**src/rtl/cam_writer_pkg.sv**
```systemverilog
// Shared types and defaults for the camera frame writer.
package cam_writer_pkg;
    localparam int unsigned ADDR_W      = 25;
    localparam int unsigned PIX_W       = 10;
    localparam int unsigned DEF_FRAME_W = 640;
    localparam int unsigned DEF_FRAME_H = 480;

    typedef enum logic [1:0] {IDLE, ARMED, WAIT_LINE, LINE} cam_state_e;
endpackage

```
**src/rtl/cam_addr_gen.sv**
```systemverilog
// Pixel position counters, line-base accumulator, buffer select and
// end-of-frame detection for the camera frame writer.
module cam_addr_gen
    import cam_writer_pkg::*;
#(
    parameter int unsigned       FRAME_W = DEF_FRAME_W,
    parameter int unsigned       FRAME_H = DEF_FRAME_H,
    parameter logic [ADDR_W-1:0] BASE0   = 25'd0,
    parameter logic [ADDR_W-1:0] BASE1   = 25'd307200
) (
    input  logic              clk,
    input  logic              rst_n,
    input  logic              clear,
    input  logic              step,
    input  logic              swap,
    input  logic              line_start,
    input  logic              in_line,
    input  logic              pix_en,
    input  logic              test_mode,
    input  logic [PIX_W-1:0]  pix_data,
    output logic              hit,
    output logic              eof,
    output logic [ADDR_W-1:0] pix_addr,
    output logic [PIX_W-1:0]  pix_din,
    output logic [ADDR_W-1:0] wbuf
);
    localparam int unsigned XW = $clog2(FRAME_W + 1);
    localparam int unsigned YW = $clog2(FRAME_H + 1);
    localparam logic [XW-1:0] X_END  = XW'(FRAME_W);
    localparam logic [XW-1:0] X_LAST = XW'(FRAME_W - 1);
    localparam logic [YW-1:0] Y_LAST = YW'(FRAME_H - 1);

    logic [XW-1:0]     x_q, px;
    logic [YW-1:0]     y_q, py;
    logic [ADDR_W-1:0] base_q, lbase;
    logic              wsel_q, ls_step;

    assign wbuf = wsel_q ? BASE1 : BASE0;

    // A line_start on the last line is ignored, so the pixel keeps its column.
    assign ls_step = line_start && in_line && (y_q != Y_LAST);

    always_comb begin
        px       = ls_step ? '0 : x_q;
        py       = ls_step ? y_q + YW'(1) : y_q;
        lbase    = ls_step ? base_q + ADDR_W'(FRAME_W) : base_q;
        hit      = pix_en && (px < X_END);
        eof      = hit && (px == X_LAST) && (py == Y_LAST);
        pix_addr = lbase + ADDR_W'(px);
        pix_din  = test_mode ? {5'(px), 5'(py)} : pix_data;
    end

    always_ff @(posedge clk or negedge rst_n) begin
        if (!rst_n) begin
            x_q    <= '0;
            y_q    <= '0;
            base_q <= BASE0;
            wsel_q <= 1'b0;
        end else begin
            if (swap) wsel_q <= ~wsel_q;
            if (clear) begin
                x_q    <= '0;
                y_q    <= '0;
                base_q <= wbuf;
            end else if (step) begin
                if (ls_step) begin
                    y_q    <= py;
                    base_q <= lbase;
                end
                x_q <= hit ? px + XW'(1) : px;
            end
        end
    end
endmodule

```
**src/rtl/cam_frame_writer.sv**
```systemverilog
// Camera pixel stream to double-buffered SDRAM write port.
// Define CAM_TEST_PATTERN_EN to add a test_mode input that writes {x,y} pattern data.
module cam_frame_writer
    import cam_writer_pkg::*;
#(
    parameter int unsigned       FRAME_W = DEF_FRAME_W,
    parameter int unsigned       FRAME_H = DEF_FRAME_H,
    parameter logic [ADDR_W-1:0] BASE0   = 25'd0,
    parameter logic [ADDR_W-1:0] BASE1   = 25'd307200
) (
    input  logic              clk,
    input  logic              rst,
    input  logic              enable,
    input  logic              frame_start,
    input  logic              line_start,
    input  logic              pix_valid,
    input  logic [PIX_W-1:0]  pix_data,
    input  logic              fifo_full,
`ifdef CAM_TEST_PATTERN_EN
    input  logic              test_mode,
`endif
    output logic              portC_write,
    output logic [ADDR_W-1:0] portC_addr,
    output logic [PIX_W-1:0]  portC_din,
    output logic [ADDR_W-1:0] read_offset,
    output logic              frame_done,
    output logic              overflow,
    output logic [7:0]        frames_dropped
);
    cam_state_e        state_q, state_d;
    logic              active, in_line, pix_en, accept, tm;
    logic              clear, step, swap, drop_inc;
    logic              hit, eof;
    logic [ADDR_W-1:0] pix_addr, wbuf;
    logic [PIX_W-1:0]  pix_din;

`ifdef CAM_TEST_PATTERN_EN
    assign tm = test_mode;
`else
    assign tm = 1'b0;
`endif

    assign active  = enable && (state_q != IDLE);
    assign in_line = active && (state_q == LINE);
    assign pix_en  = pix_valid && (in_line || (active && state_q == WAIT_LINE && line_start));
    // The frame-ending pixel survives a coincident frame_start; any other pixel loses to it.
    assign accept  = hit && (!frame_start || eof);

    cam_addr_gen #(
        .FRAME_W(FRAME_W),
        .FRAME_H(FRAME_H),
        .BASE0  (BASE0),
        .BASE1  (BASE1)
    ) u_addr (
        .clk       (clk),
        .rst_n     (rst),
        .clear     (clear),
        .step      (step),
        .swap      (swap),
        .line_start(line_start),
        .in_line   (in_line),
        .pix_en    (pix_en),
        .test_mode (tm),
        .pix_data  (pix_data),
        .hit       (hit),
        .eof       (eof),
        .pix_addr  (pix_addr),
        .pix_din   (pix_din),
        .wbuf      (wbuf)
    );

    always_ff @(posedge clk or negedge rst) begin
        if (!rst) state_q <= IDLE;
        else      state_q <= state_d;
    end

    always_comb begin
        state_d  = state_q;
        clear    = 1'b0;
        step     = 1'b0;
        swap     = 1'b0;
        drop_inc = 1'b0;
        if (state_q == IDLE) begin
            if (enable) state_d = ARMED;
        end else if (!enable) begin
            state_d = IDLE;
        end else if (state_q == ARMED) begin
            if (frame_start) begin
                clear   = 1'b1;
                state_d = line_start ? LINE : WAIT_LINE;
            end
        end else if (eof) begin
            swap    = 1'b1;
            state_d = ARMED;
        end else if (frame_start) begin
            clear    = 1'b1;
            drop_inc = 1'b1;
            state_d  = line_start ? LINE : WAIT_LINE;
        end else begin
            step = 1'b1;
            if (line_start) state_d = LINE;
        end
    end

    always_ff @(posedge clk or negedge rst) begin
        if (!rst) begin
            portC_write    <= 1'b0;
            portC_addr     <= '0;
            portC_din      <= '0;
            read_offset    <= BASE1;
            frame_done     <= 1'b0;
            overflow       <= 1'b0;
            frames_dropped <= '0;
        end else begin
            portC_write <= accept && !fifo_full;
            if (accept && !fifo_full) begin
                portC_addr <= pix_addr;
                portC_din  <= pix_din;
            end
            if (accept && fifo_full) overflow <= 1'b1;
            frame_done <= eof;
            if (eof) read_offset <= wbuf;
            if (drop_inc && frames_dropped != 8'hFF) frames_dropped <= frames_dropped + 8'd1;
        end
    end
endmodule
```
**config.mk**
```make
export PLATFORM = sky130hd
export DESIGN_NAME = cam_frame_writer
export DESIGN_NICKNAME = d
export VERILOG_FILES = /design/src/rtl/cam_writer_pkg.sv /design/src/rtl/cam_addr_gen.sv /design/src/rtl/cam_frame_writer.sv
export SDC_FILE = /design/constraint.sdc
export NUM_CORES = 1
export LEC_CHECK = 0
export ABC_AREA = 0
export BUFFER_PORTS_ARGS = -buffer_cell sky130_fd_sc_hd__buf_4
export CAP_MARGIN = 15
export CORE_ASPECT_RATIO = 0.6
export CORE_MARGIN = 2
export CORE_UTILIZATION = 49
export DETAILED_ROUTE_END_ITERATION = 8
export GPL_ROUTABILITY_DRIVEN = 0
export GPL_TIMING_DRIVEN = 0
export PLACE_DENSITY = 0.73
export SKIP_CTS_REPAIR_TIMING = 1
export SYNTH_ARGS = -nofsm -noshare
export SYNTH_HDL_FRONTEND = slang
export SYNTH_HIERARCHICAL = 1
export SYNTH_SLANG_ARGS = --single-unit
```
**constraint.sdc**
```tcl
create_clock -name clk -period 10.39 [get_ports clk]
set_clock_uncertainty 0.2 [all_clocks]
set_input_delay 0 -clock clk [delete_from_list [all_inputs] [get_ports clk]]
set_output_delay 0 -clock clk [all_outputs]
set_load 0.02 [all_outputs]
```
After elaboration in Yosys (flattened, before gate mapping)
Index checks and enable logic that the tools add are counted.

Bits in registers: 118.

Bitwise gates (word level): 1. Muxes and demuxes: 39. Equality and inequality tests: 10. Order comparisons: 1. Reductions and logical operators: 24. $add $sub $neg: 5.

Operators by type and width (count): $mux 25 (4); $mux 10 (4); $mux 9 (4); $add 25x10->25 (1); $add 25x10->25 const B (1); $mux 19 (1); $mux 1 (18); $mux 2 (8); $logic_and 1x1->1 (14); $add 10x1->10 const B (1); $eq 10x10->1 const B (1); $lt 10x10->1 const B (1); $add 9x1->9 const B (1); $eq 9x9->1 const B (1); $ne 9x9->1 const B (1); $add 8x1->8 const B (1); $ne 8x8->1 const B (1); $reduce_bool 2->1 (3); $ne 5x1->1 const B (1); $eq 2x2->1 const B (2); $ne 4x4->1 const B (1); $reduce_and 3->1 (1); $eq 2x1->1 const B (1); $logic_not 1->1 (2); 5 further kinds (6).

Logic depth before layout (Yosys ltp)
Gate-level depths: netlist of the first run.

Word-level depth: 16. Gate-level depth with buffers: 20. Mapped depth without buffers: 15.

Hierarchy
The synthesis of the first run kept the hierarchy.

Modules (own cells, without submodules): cam_addr_gen (cells each 416, area each 3298.2 um^2, seq. area each 950.9 um^2, instances 1); cam_frame_writer (cells each 188, area each 2892.8 um^2, seq. area each 1831.8 um^2, instances 1).

Least setup slack after synthesis of the first run
No wires, ideal clock.

Path type: register -> register. From: reg u_addr.y_q[0]. To: reg u_addr.base_q[13]. Data required time: 10071 ps. Path buffers: 5. Slack: 5682 ps. Library setup time: 119 ps. Stages on the path, launching flop included: 20. Arrival: 4389 ps. Clock period less this slack: 4708 ps. Cells stage by stage: dfrtp_1 ha_1 nand4_2 o211ai_4 clkbuf_1 clkbuf_1 and2_1 ha_1 nand4_1 a21oi_1 nand2_1 nor4_1 buf_2 buf_2 nor3_1 nand2_1 clkbuf_1 nor2_1 xnor2_1 o21a_1.

Cells in the longest elaborated chain, start to end: 13. Elaborated cells between the ends (all ways): 26. Classes of those cells: 1 x add/sub; 1 x order compare; 3 x eq/ne; 14 x mux; 7 x reduce/logical.

Ends and longest elaborated chain: from (decl) (RTL line cam_addr_gen.sv:34) `logic [YW-1:0] y_q, py;`; from (signal assigned) (RTL line cam_addr_gen.sv:67) `y_q <= py;`; $ne 9x9->1 (RTL line cam_addr_gen.sv:41) `assign ls_step = line_start && in_line && (y_q != Y_LAST);`; $logic_and 1x1->1 (RTL line cam_addr_gen.sv:41); $mux 10 (RTL line cam_addr_gen.sv:44) `px = ls_step ? '0 : x_q;`; $lt 10x10->1 (RTL line cam_addr_gen.sv:47) `hit = pix_en && (px < X_END);`; $logic_and 1x1->1 (RTL line cam_addr_gen.sv:47); $logic_and 1x1->1 (RTL line cam_addr_gen.sv:48) `eof = hit && (px == X_LAST) && (py == Y_LAST);`; $logic_and 1x1->1 (*) (RTL line cam_addr_gen.sv:48); net eof (RTL line cam_frame_writer.sv:33) `logic hit, eof;`; $mux 1 (*) (RTL line cam_frame_writer.sv:92) `end else if (eof) begin`; $mux 1 (*) (RTL line cam_frame_writer.sv:87) `end else if (state_q == ARMED) begin`; $mux 1 (*) (RTL line cam_frame_writer.sv:85) `end else if (!enable) begin`; $mux 1 (*) (RTL line cam_frame_writer.sv:83) `if (state_q == IDLE) begin`; net step (RTL line cam_frame_writer.sv:32) `logic clear, step, swap, drop_inc;`; $reduce_bool 2->1 (no line) (*); $reduce_and 2->1 (no line) (*); to (signal assigned) (RTL line cam_addr_gen.sv:64) `base_q <= wbuf;`; to (signal assigned) (RTL line cam_addr_gen.sv:68) `base_q <= lbase;`; to (decl) (RTL line cam_addr_gen.sv:35) `logic [ADDR_W-1:0] base_q, lbase;`.

Mark *: on every way through the listed nets, which the timed path passes. The rest lies on a longest branch. The select of a mux whose other input is x is not followed. A chain may end at the register's enable or synchronous reset.

Final worst setup path of the first run
Same ends and word-level chain as after synthesis.

==> results of run 1 <==
## cells by family (layout without fill, tap and decap cells)
| kind of cell | Yosys count | in the layout | synth area share (%) |
|---|---|---|---|
| DFF | 111 | 111 | 44.9 |
| and+or+nand+nor | 205 | 205 | 17.1 |
| other | 2 | 22 | 0.121 |
| muxes | 68 | 68 | 12.3 |
| AOI/OAI and AO/OA | 88 | 88 | 9.68 |
| buffers and inverters | 64 | 187 | 6.02 |
| xor gates and xnor gates | 59 | 59 | 8.35 |
| adders and majority gates | 7 | 7 | 1.41 |
## sequential cells by signal, indices dropped and copies added (netlist names)
| name | cells |
|---|---|
| portC_addr | 25 |
| read_offset | 25 |
| u_addr/base_q | 18 |
| portC_din | 10 |
| u_addr/x_q | 10 |
| u_addr/y_q | 9 |
| frames_dropped | 8 |
| state_q | 2 |
| frame_done | 1 |
| overflow | 1 |
| portC_write | 1 |
| u_addr/wsel_q | 1 |
## path summary, 6_finish.rpt
path / start / end
max in group asynchronous: rst / u_addr/base_q[12]
min in group asynchronous: rst / read_offset[1]
worst max register to register: u_addr/y_q[0] / u_addr/base_q[13]
worst min register to register: portC_addr[11] / portC_addr[11]
worst min-delay path: pix_valid / u_addr/x_q[0]
worst max-delay path: u_addr/y_q[0] / u_addr/base_q[13]
## per-stage QoR
stage	utilization (%)	setup slack [ns]	std cells	total power, mW
2_1_floorplan	-	5.68	624	0.536
3_3_place_gp	58.5	4.24	876	0.581
3_5_place_dp	58.7	4.11	877	0.586
4_1_cts	61.3	4.06	893	0.944
5_1_grt	62.8	4.12	912	0.980
6_report	62.8	4.59	912	0.940
## per-layer routing
layer	routed length, um	share of wire, %	track usage, %	vias up
li1	-	-	-	2337
met1	6990	49	32.2	2385
met2	6080	42	31.5	181
met3	1180	8.2	6.38	15
met4	114	0.79	4.52	0
met5	0	0	0	-
## layout by cell type (no fill, tap or decap), types with 5 or more instances in the layout
| cell type | synthesis | layout |
|---|---|---|
| conb_1 | 2 | 22 |
| buf_4 | 25 | 112 |
| xor2_1 | 26 | 26 |
| and2_1 | 14 | 14 |
| nor3_1 | 7 | 7 |
| nand2_1 | 54 | 54 |
| nand3_1 | 13 | 13 |
| o21ai_0 | 18 | 18 |
| inv_1 | 7 | 7 |
| mux2_2 | 66 | 66 |
| dfrtp_1 | 107 | 107 |
| buf_2 | 7 | 7 |
| ha_1 | 7 | 7 |
| and3_1 | 12 | 12 |
| xnor2_1 | 33 | 33 |
| clkbuf_1 | 19 | 20 |
| clkbuf_16 | 0 | 9 |
| nand4_1 | 15 | 15 |
| dlygate4sd3_1 | 0 | 18 |
| a21oi_1 | 33 | 33 |
| or3_1 | 5 | 5 |
| nor2_1 | 58 | 58 |
| o21a_1 | 7 | 7 |
## critical path: cells and delay by family, from the launching register on
kind,cells,cell delay [ns]
AOI/OAI and AO/OA,3,0.90
and+or+nand+nor,8,1.63
adders and majority gates,2,0.44
DFF,1,0.43
buffers and inverters,5,1.93
xor gates and xnor gates,1,0.15
## cell type report
type                            instances  area, sq um  share of cell area [%]
Buffer                                 57          347                    4.53
Clock buffer                           12          256                    3.35
Clock inverter                          4         53.8                   0.703
Inverter                                7         26.3                   0.344
Multi-Input combinational cell        449         3110                    40.7
Sequential cell                       111         2780                    36.4
Tap cell                              165          206                    2.70
Timing Repair Buffer                  107          866                    11.3
## power breakdown
part           internal [mW]  total [mW]  leakage (nW)  switching [mW]
Combinational         0.0567       0.118          2.02          0.0609
Clock                  0.201       0.355         0.145           0.154
Sequential             0.450       0.467          1.51          0.0169
==> flow_summary.toml, run 1 <==
[logic_synthesis]
ys_async_sr_fraction_pct = 100
ys.warnings.count = 6
synth_edf_count = 0
synth.distinct_cells = 61
ys_ff_latch = 111
synth-seq-area-share_pct = 44.9
yosys.cell_count.top_type = "dfrtp_1"
syn_area_per_cell_sq_um = 10.2
ys_top_cells_by_count = "107 x dfrtp_1, 66 x mux2_2, 58 x nor2_1, 54 x nand2_1"
yosys.area.top_type_share_pct = 43.2
ys_top_cells_by_area = "dfrtp_1 43%, mux2_2 12%, xnor2_1 4.7%"
synth_top_area_cell = "dfrtp_1"
synth_cells = 604
netlist_area_sq_mm = 0.00619
yosys_most_used_dff = "dfrtp_1"

[detailed_routing]
dr.pass1.iters = 7
wirelength_um = 14400
postRouteAntennaNets = 0
wl_per_cell_um = 15.7
vias = 4918
drt-initial-drc-count = 426
drc = 0
viasPerCell = 5.39

[global_route]
grt_use_total_pct = 21.7
grt_first_pass_wirelength_um = 23400
grt_max_degree = 60
overflow = 0
first_global_vias = 4636
antenna_found_initial = 0

[finish]
nets = 766
antennaDiodeCount = 0
fill_cells = 1004
area_delta_synth_final_pct = 23.5
fin_area_sq_mm = 0.00765
drive_gt1_share_pct = 30.1

[power_and_ir_drop]
ir_drop_uv = 82.7
p_leak_nw = 3.68
cellPowerDensity_mw_per_mm2 = 123

[cts]
cts-htree-levels = 3
clk_pin_slew_worst_paths_ns = 0.07
cts.path.max_buffers = 2
cts_buffers = 9
clk_latency_ns = 0.35
tritoncts = "built"
clock-sinks = 111
root_buffer = "clkbuf_16"

[placement]
place_area_sq_mm = 0.00715
portBuffers = 87
dp_hpwl_um = 10500

[sta]
setup_viol = 0
hold_viol = 0
relSlewSlack_pct = 49.5
maxSlewViolCount = 0
rsz0062_at_grt = "false"
period_minus_slack_ns = 5.80
max_slew.worst_pin.slew_ns = 0.751
holdWs_ns = 0.00896
tns_ns = 0
period_share_pct = 55.9
max_freq_mhz = 172

[min_path]
hold_path_depth = 5
hold_path.class = "in -> reg"

[critical_path]
slowest_delay_ns = 0.48
start_kind = "flop"
endpoint_kind = "flop"
cp.required_ns = 10.43
crit_path_cell_trace = "ha_1 -> nand4_2 -> o211ai_4 -> clkbuf_1 -> clkbuf_1 -> and2_1 -> ha_1 -> nand4_1 -> a21oi_1 -> nand2_1 -> nor4_1 -> buf_2 -> buf_2 -> nor3_1 -> nand2_1 -> clkbuf_1 -> nor2_1 -> xnor2_1 -> o21a_1"
critical_path.most_common_cell = "clkbuf_1"
crit_fanout = 10
reg2reg_slack_ns = 4.59
r2r_cells = 19
arrival_ns = 5.85
cp_slowest_cell = "clkbuf_1"
path_class = "reg -> reg"

[floorplanning]
ios = 88
fp.dieW_um = 149
dieHeight_um = 91.1
row_count = 31
core-area_sq_mm = 0.0122
die_area_sq_mm = 0.0136
initial_core_util_pct = 50.8

[run]
maxCapViolCount = 0

[outcome]
status = "finished clean"
No activity file was read; power rests on OpenSTA's default activity.
==> inputs of run 2 (changes only) <==
- ABC_AREA: 0 -> 1
- clock period: 10.39 -> 5.57 ns (I/O delays scaled with it)
==> run 2 against run 1 <==
  * Wire length is 16% higher
  * Area after synthesis up 3.8%
  * Total power grew to 2.9 times the previous value
  * Die area up 3.6%
  * Clock-buffer cell count is 3 lower
  * Sequential cell count stayed put
  * Setup slack worse by 4.2 ns
  * Highest routed layer unchanged
  * Global-route usage grew 2.6 points
  * Register-to-register slack worse by 4.2 ns
  * Clock power grew 80%
==> flow_summary.toml, run 2 <==
[critical_path]
crit_fanout = 10
cp_slowest_cell = "nor3_1"
reg2reg_slack_ns = 0.40
crit_path_cell_trace = "ha_1 -> nand2_2 -> nor2_4 -> nand3_4 -> nand2_8 -> buf_6 -> nand2_1 -> inv_1 -> ha_1 -> nand3_1 -> nor2_2 -> nand2_1 -> nor3_1 -> buf_6 -> nand2_1 -> nand2_1 -> nor2_1 -> nor2_1 -> inv_1 -> o21ai_4 -> inv_2 -> buf_2 -> o221ai_1"
path_class = "reg -> reg"
r2r_cells = 23
worstReg2RegEnd = "u_addr/base_q[15]"
cp.required_ns = 5.63
start_kind = "flop"
endpoint_kind = "flop"
arrival_ns = 5.23
reg2reg_from = "u_addr/y_q[0]"
critical_path.most_common_cell = "nand2_1"
slowest_delay_ns = 0.53

[finish]
final_core_util_pct = 61.7
area_delta_synth_final_pct = 22.9
mostFrequentLayoutCells = "363 x nand2_1, 111 x buf_4, 107 x dfrtp_1"
antennaDiodeCount = 0
reg_top3 = "portC_addr: 25 flops, read_offset: 25 flops, u_addr/base_q: 18 flops"
drive_gt1_share_pct = 19.0
fin_area_sq_mm = 0.00790
fill_cells = 1189
layout_commonest_cell = "nand2_1"
nets = 1034

[cts]
tritoncts = "built"
clock-sinks = 111
cts-htree-levels = 3
root_buffer = "clkbuf_16"
clk_pin_slew_worst_paths_ns = 0.08
clk_latency_ns = 0.36
cts_buffers = 9
cts.path.max_buffers = 2

[logic_synthesis]
ys_top_cells_by_area = "dfrtp_1 42%, nand2_1 21%, inv_1 4.5%"
synth.distinct_cells = 41
yosys.cell_count.top_type = "nand2_1"
synth-seq-area-share_pct = 43.3
ys.warnings.count = 6
yosys_most_used_dff = "dfrtp_1"
synth_edf_count = 0
yosys.area.top_type_share_pct = 41.7
ys_ff_latch = 111
synth_cells = 871
ys_top_cells_by_count = "363 x nand2_1, 107 x dfrtp_1, 77 x inv_1, 62 x nor2_1, 45 x nand3_1"
netlist_area_sq_mm = 0.00642
ys_async_sr_fraction_pct = 100
synth_top_area_cell = "dfrtp_1"
syn_area_per_cell_sq_um = 7.38

[floorplanning]
row_count = 32
core-area_sq_mm = 0.0128
initial_core_util_pct = 50.1
ios = 88
fp.dieW_um = 152
dieHeight_um = 92.7
die_area_sq_mm = 0.0141

[run]
maxCapViolCount = 0

[detailed_routing]
drc = 0
wirelength_um = 16700
wl_per_cell_um = 14.1
vias = 5979
viasPerCell = 5.05
drt-initial-drc-count = 659
dr.pass1.iters = 6
postRouteAntennaNets = 0

[sta]
setup_viol = 0
period_share_pct = 92.7
rsz0062_at_grt = "false"
period_minus_slack_ns = 5.17
max_slew.worst_pin.slew_ns = 0.666
max_freq_mhz = 194
hold_viol = 0
maxSlewViolCount = 0
tns_ns = 0
relSlewSlack_pct = 55.3

[global_route]
grt_max_degree = 72
grt_first_pass_wirelength_um = 27200
antenna_found_initial = 0
overflow = 0
first_global_vias = 5307
grt_use_total_pct = 24.3

[power_and_ir_drop]
p_leak_nw = 4.25
ir_drop_uv = 154
cellPowerDensity_mw_per_mm2 = 339

[min_path]
hold_path_depth = 6
hold_path.class = "in -> reg"
hold_start = "pix_valid"
min_delay_worst_endpoint = "u_addr/x_q[1]"

[placement]
portBuffers = 87
place_area_sq_mm = 0.00740
dp_hpwl_um = 12200

[outcome]
status = "finished clean"
==> run 2: cell types whose count changed after synthesis, moves of 14 or more <==
cell,before,now
and2_1,14,0
o22ai_1,0,15
xnor2_1,33,5
o21ai_0,18,33
a21oi_1,33,7
nand2_1,54,363
mux2_2,66,0
inv_1,7,77
nand3_1,13,45
==> run 2: cell type report <==
| cell class | instances | area, sq um | share of cell area (%) |
|---|---|---|---|
| Buffer | 47 | 339 | 4.29 |
| Clock buffer | 9 | 225 | 2.85 |
| Clock inverter | 6 | 58.8 | 0.744 |
| Inverter | 85 | 327 | 4.13 |
| Multi-Input combinational cell | 648 | 3050 | 38.6 |
| Sequential cell | 111 | 2780 | 35.2 |
| Tap cell | 170 | 213 | 2.69 |
| Timing Repair Buffer | 108 | 902 | 11.4 |
==> run 2: worst max-delay path by stage <==
stage,from,end
6_report,u_addr/y_q[0],u_addr/base_q[15]
5_1_grt,u_addr/y_q[0],u_addr/y_q[8]
4_1_cts,u_addr/y_q[0],u_addr/base_q[15]
3_5_place_dp,u_addr/y_q[0],u_addr/base_q[15]
3_3_place_gp,u_addr/y_q[0],u_addr/base_q[15]
2_1_floorplan,u_addr/y_q[0],u_addr/y_q[8]
==> run 2: through the flow <==
| step | hold WS (ns) | instances | setup slack [ns] | total power, mW |
|---|---|---|---|---|
| 3_3_place_gp | 0.0640 | 1148 | 0.655 | 1.99 |
| 4_1_cts | -0.650 | 1164 | 0.574 | 2.65 |
| 3_5_place_dp | -0.260 | 1149 | 0.580 | 2.00 |
| 2_1_floorplan | -0.496 | 891 | 1.83 | 1.69 |
| 5_1_grt | 0.105 | 1184 | 0.0824 | 2.85 |
| 6_report | 0.0367 | 1184 | 0.404 | 2.68 |
==> run 2: worst max-delay path, delay by kind of cell, from the launching register on <==
family	cells	cell delay [ns]
compound gates	2	0.41
flops	1	0.42
buf+inv	6	1.15
simple gates	13	2.46
fa+ha+maj	2	0.42
==> run 2: metal layers <==
layer	track usage (%)	vias to the layer above	part of all wire, %
met4	4.13	0	0.56
met2	31.6	269	38
met1	39.6	2739	51
met3	7.02	14	11
met5	0	-	0
li1	-	2957	-
==> run 2: cell families (layout without fill, tap and decap cells) <==
group	Yosys count	after routing	synth area share, %
DFF	111	111	43.3
adders and majority gates	7	7	1.36
AOI/OAI and AO/OA	72	72	6.82
and+or+nand+nor	521	521	34.5
xor gates and xnor gates	26	26	3.54
buffers and inverters	132	255	10.4
other	2	22	0.117
==> run 2: power by group <==
| part | internal, mW | total [mW] | switching (mW) | leakage [nW] |
|---|---|---|---|---|
| clock network | 0.315 | 0.640 | 0.325 | 0.138 |
| logic | 0.339 | 0.949 | 0.610 | 2.63 |
| registers | 0.956 | 1.09 | 0.135 | 1.47 |
==> inputs of run 3 (changes only) <==
- PLACE_DENSITY: 0.73 -> 0.75
- clock period: 5.57 -> 4.6 ns (I/O delays scaled with it)
==> run 3 against run 2 <==
  * Clock power increased by 27%
  * Hold slack got worse by 0.0095 ns
  * Largest power group unchanged
  * Sequential share of layout area decreased by 0.16 points
==> flow_summary.toml, run 3 (synthesized netlist as in run 2, its figures left out) <==
[cts]
clk_latency_ns = 0.35
tritoncts = "built"
clk_pin_slew_worst_paths_ns = 0.08
cts_buffers = 9
cts-htree-levels = 3
root_buffer = "clkbuf_16"
clock-sinks = 111
cts.path.max_buffers = 2

[critical_path]
endpoint_kind = "flop"
reg2reg_slack_ns = 0.24
path_class = "reg -> reg"
reg2reg_from = "state_q[1]"
start_kind = "flop"
arrival_ns = 4.43
r2r_cells = 24
crit_fanout = 10
cp.required_ns = 4.67
worstReg2RegEnd = "u_addr/x_q[1]"

[detailed_routing]
wl_met1_um = 8790
route.met2.wl_um = 6320
drt-initial-drc-count = 662
routed.top_layer = "met4"
dr.pass1.iters = 5
wl_per_cell_um = 14.1
viasPerCell = 4.98
drc = 0
wl_met3_um = 1520
wirelength_um = 16700
postRouteAntennaNets = 0
vias = 5908

[floorplanning]
die_area_sq_mm = 0.0141
ios = 88
core-area_sq_mm = 0.0128
initial_core_util_pct = 50.1
dieHeight_um = 92.7
fp.dieW_um = 152
row_count = 32

[global_route]
overflow = 0
first_global_vias = 5343
antenna_found_initial = 0
grt_use_total_pct = 24.3
grt_max_degree = 62
grt_first_pass_wirelength_um = 27300

[min_path]
hold_path.class = "in -> async"

[finish]
nets = 1035
antennaDiodeCount = 0
reg_top3 = "portC_addr: 25 flops, read_offset: 25 flops, u_addr/base_q: 18 flops"
drive_gt1_share_pct = 20.1
area_delta_synth_final_pct = 23.5
instances_no_fill = 1186
fill_cells = 1168
final_core_util_pct = 62.0
fin_area_sq_mm = 0.00794
layout_commonest_cell = "nand2_1"
mostFrequentLayoutCells = "363 x nand2_1, 116 x buf_4, 106 x dfrtp_1"

[placement]
post-place-ws_ns = -0.348
dp_hpwl_um = 12200
portBuffers = 87
placed_cells = 1149
place_area_sq_mm = 0.00739

[sta]
maxSlewViolCount = 0
tns_ns = 0
hold_viol = 0
period_share_pct = 94.7
setup_viol = 0
holdWs_ns = 0.0272
relSlewSlack_pct = 54.3
post-route-worst-setup-slack_ns = 0.244
max_slew.worst_pin.slew_ns = 0.685
period_minus_slack_ns = 4.36
max_freq_mhz = 230

[outcome]
status = "finished clean"

[power_and_ir_drop]
ir_drop_uv = 199
cellPowerDensity_mw_per_mm2 = 413
power.total_mw = 3.27
p_leak_nw = 4.26

[run]
maxCapViolCount = 0
## run 3: how the worst max path moves through the flow
stage,start,endpoint,cells past startpoint,slack [ns]
after global placement,u_addr/y_q[0],u_addr/y_q[8],24,-0.29
after CTS,u_addr/y_q[0],u_addr/base_q[13],23,-0.38
after floorplan,u_addr/y_q[0],u_addr/y_q[8],24,0.86
after detailed placement,u_addr/y_q[0],u_addr/base_q[13],23,-0.35
final,state_q[1],u_addr/x_q[1],24,0.24
after global routing,state_q[1],u_addr/x_q[1],24,-0.04
## run 3: layout make-up
| class | count | area (sq um) | area share (%) |
|---|---|---|---|
| buffer | 47 | 339 | 4.27 |
| clock buffer | 10 | 229 | 2.88 |
| clock inverter | 6 | 73.8 | 0.930 |
| inverter | 85 | 330 | 4.16 |
| multi-input combinational | 648 | 3090 | 38.9 |
| sequential | 111 | 2780 | 35.1 |
| tap | 170 | 213 | 2.68 |
| timing repair buffer | 109 | 881 | 11.1 |
## run 3: per-layer routing
metal / vias up / global-route usage [%]
met1: 2697 / 39.4
met3: 14 / 6.32
li1: 2976 / -
met4: 0 / 4.05
met2: 221 / 32.2
met5: - / 0
## run 3: power by group
part,switching (mW),leakage (nW),internal (mW)
clock network,0.381,0.147,0.432
registers,0.159,1.47,1.16
logic,0.732,2.64,0.412
## run 3: worst max-delay path, stage by stage, from the launching register on
cell and delay (ns):
dfrtp_1 0.44, nand2_1 0.17, nor2_1 0.12, nand2_1 0.06
inv_1 0.29, nand2_8 0.14, buf_6 0.18, nand2_1 0.21
inv_1 0.13, ha_1 0.21, nand3_1 0.13, nor2_4 0.07
nand2_1 0.14, nor3_4 0.07, buf_6 0.15, nand2_1 0.10
nand2_1 0.09, nor2_2 0.36, nor2_4 0.07, buf_4 0.17
nor2_2 0.29, inv_1 0.14, a21oi_1 0.13, o21ai_0 0.11
o21ai_0 0.09
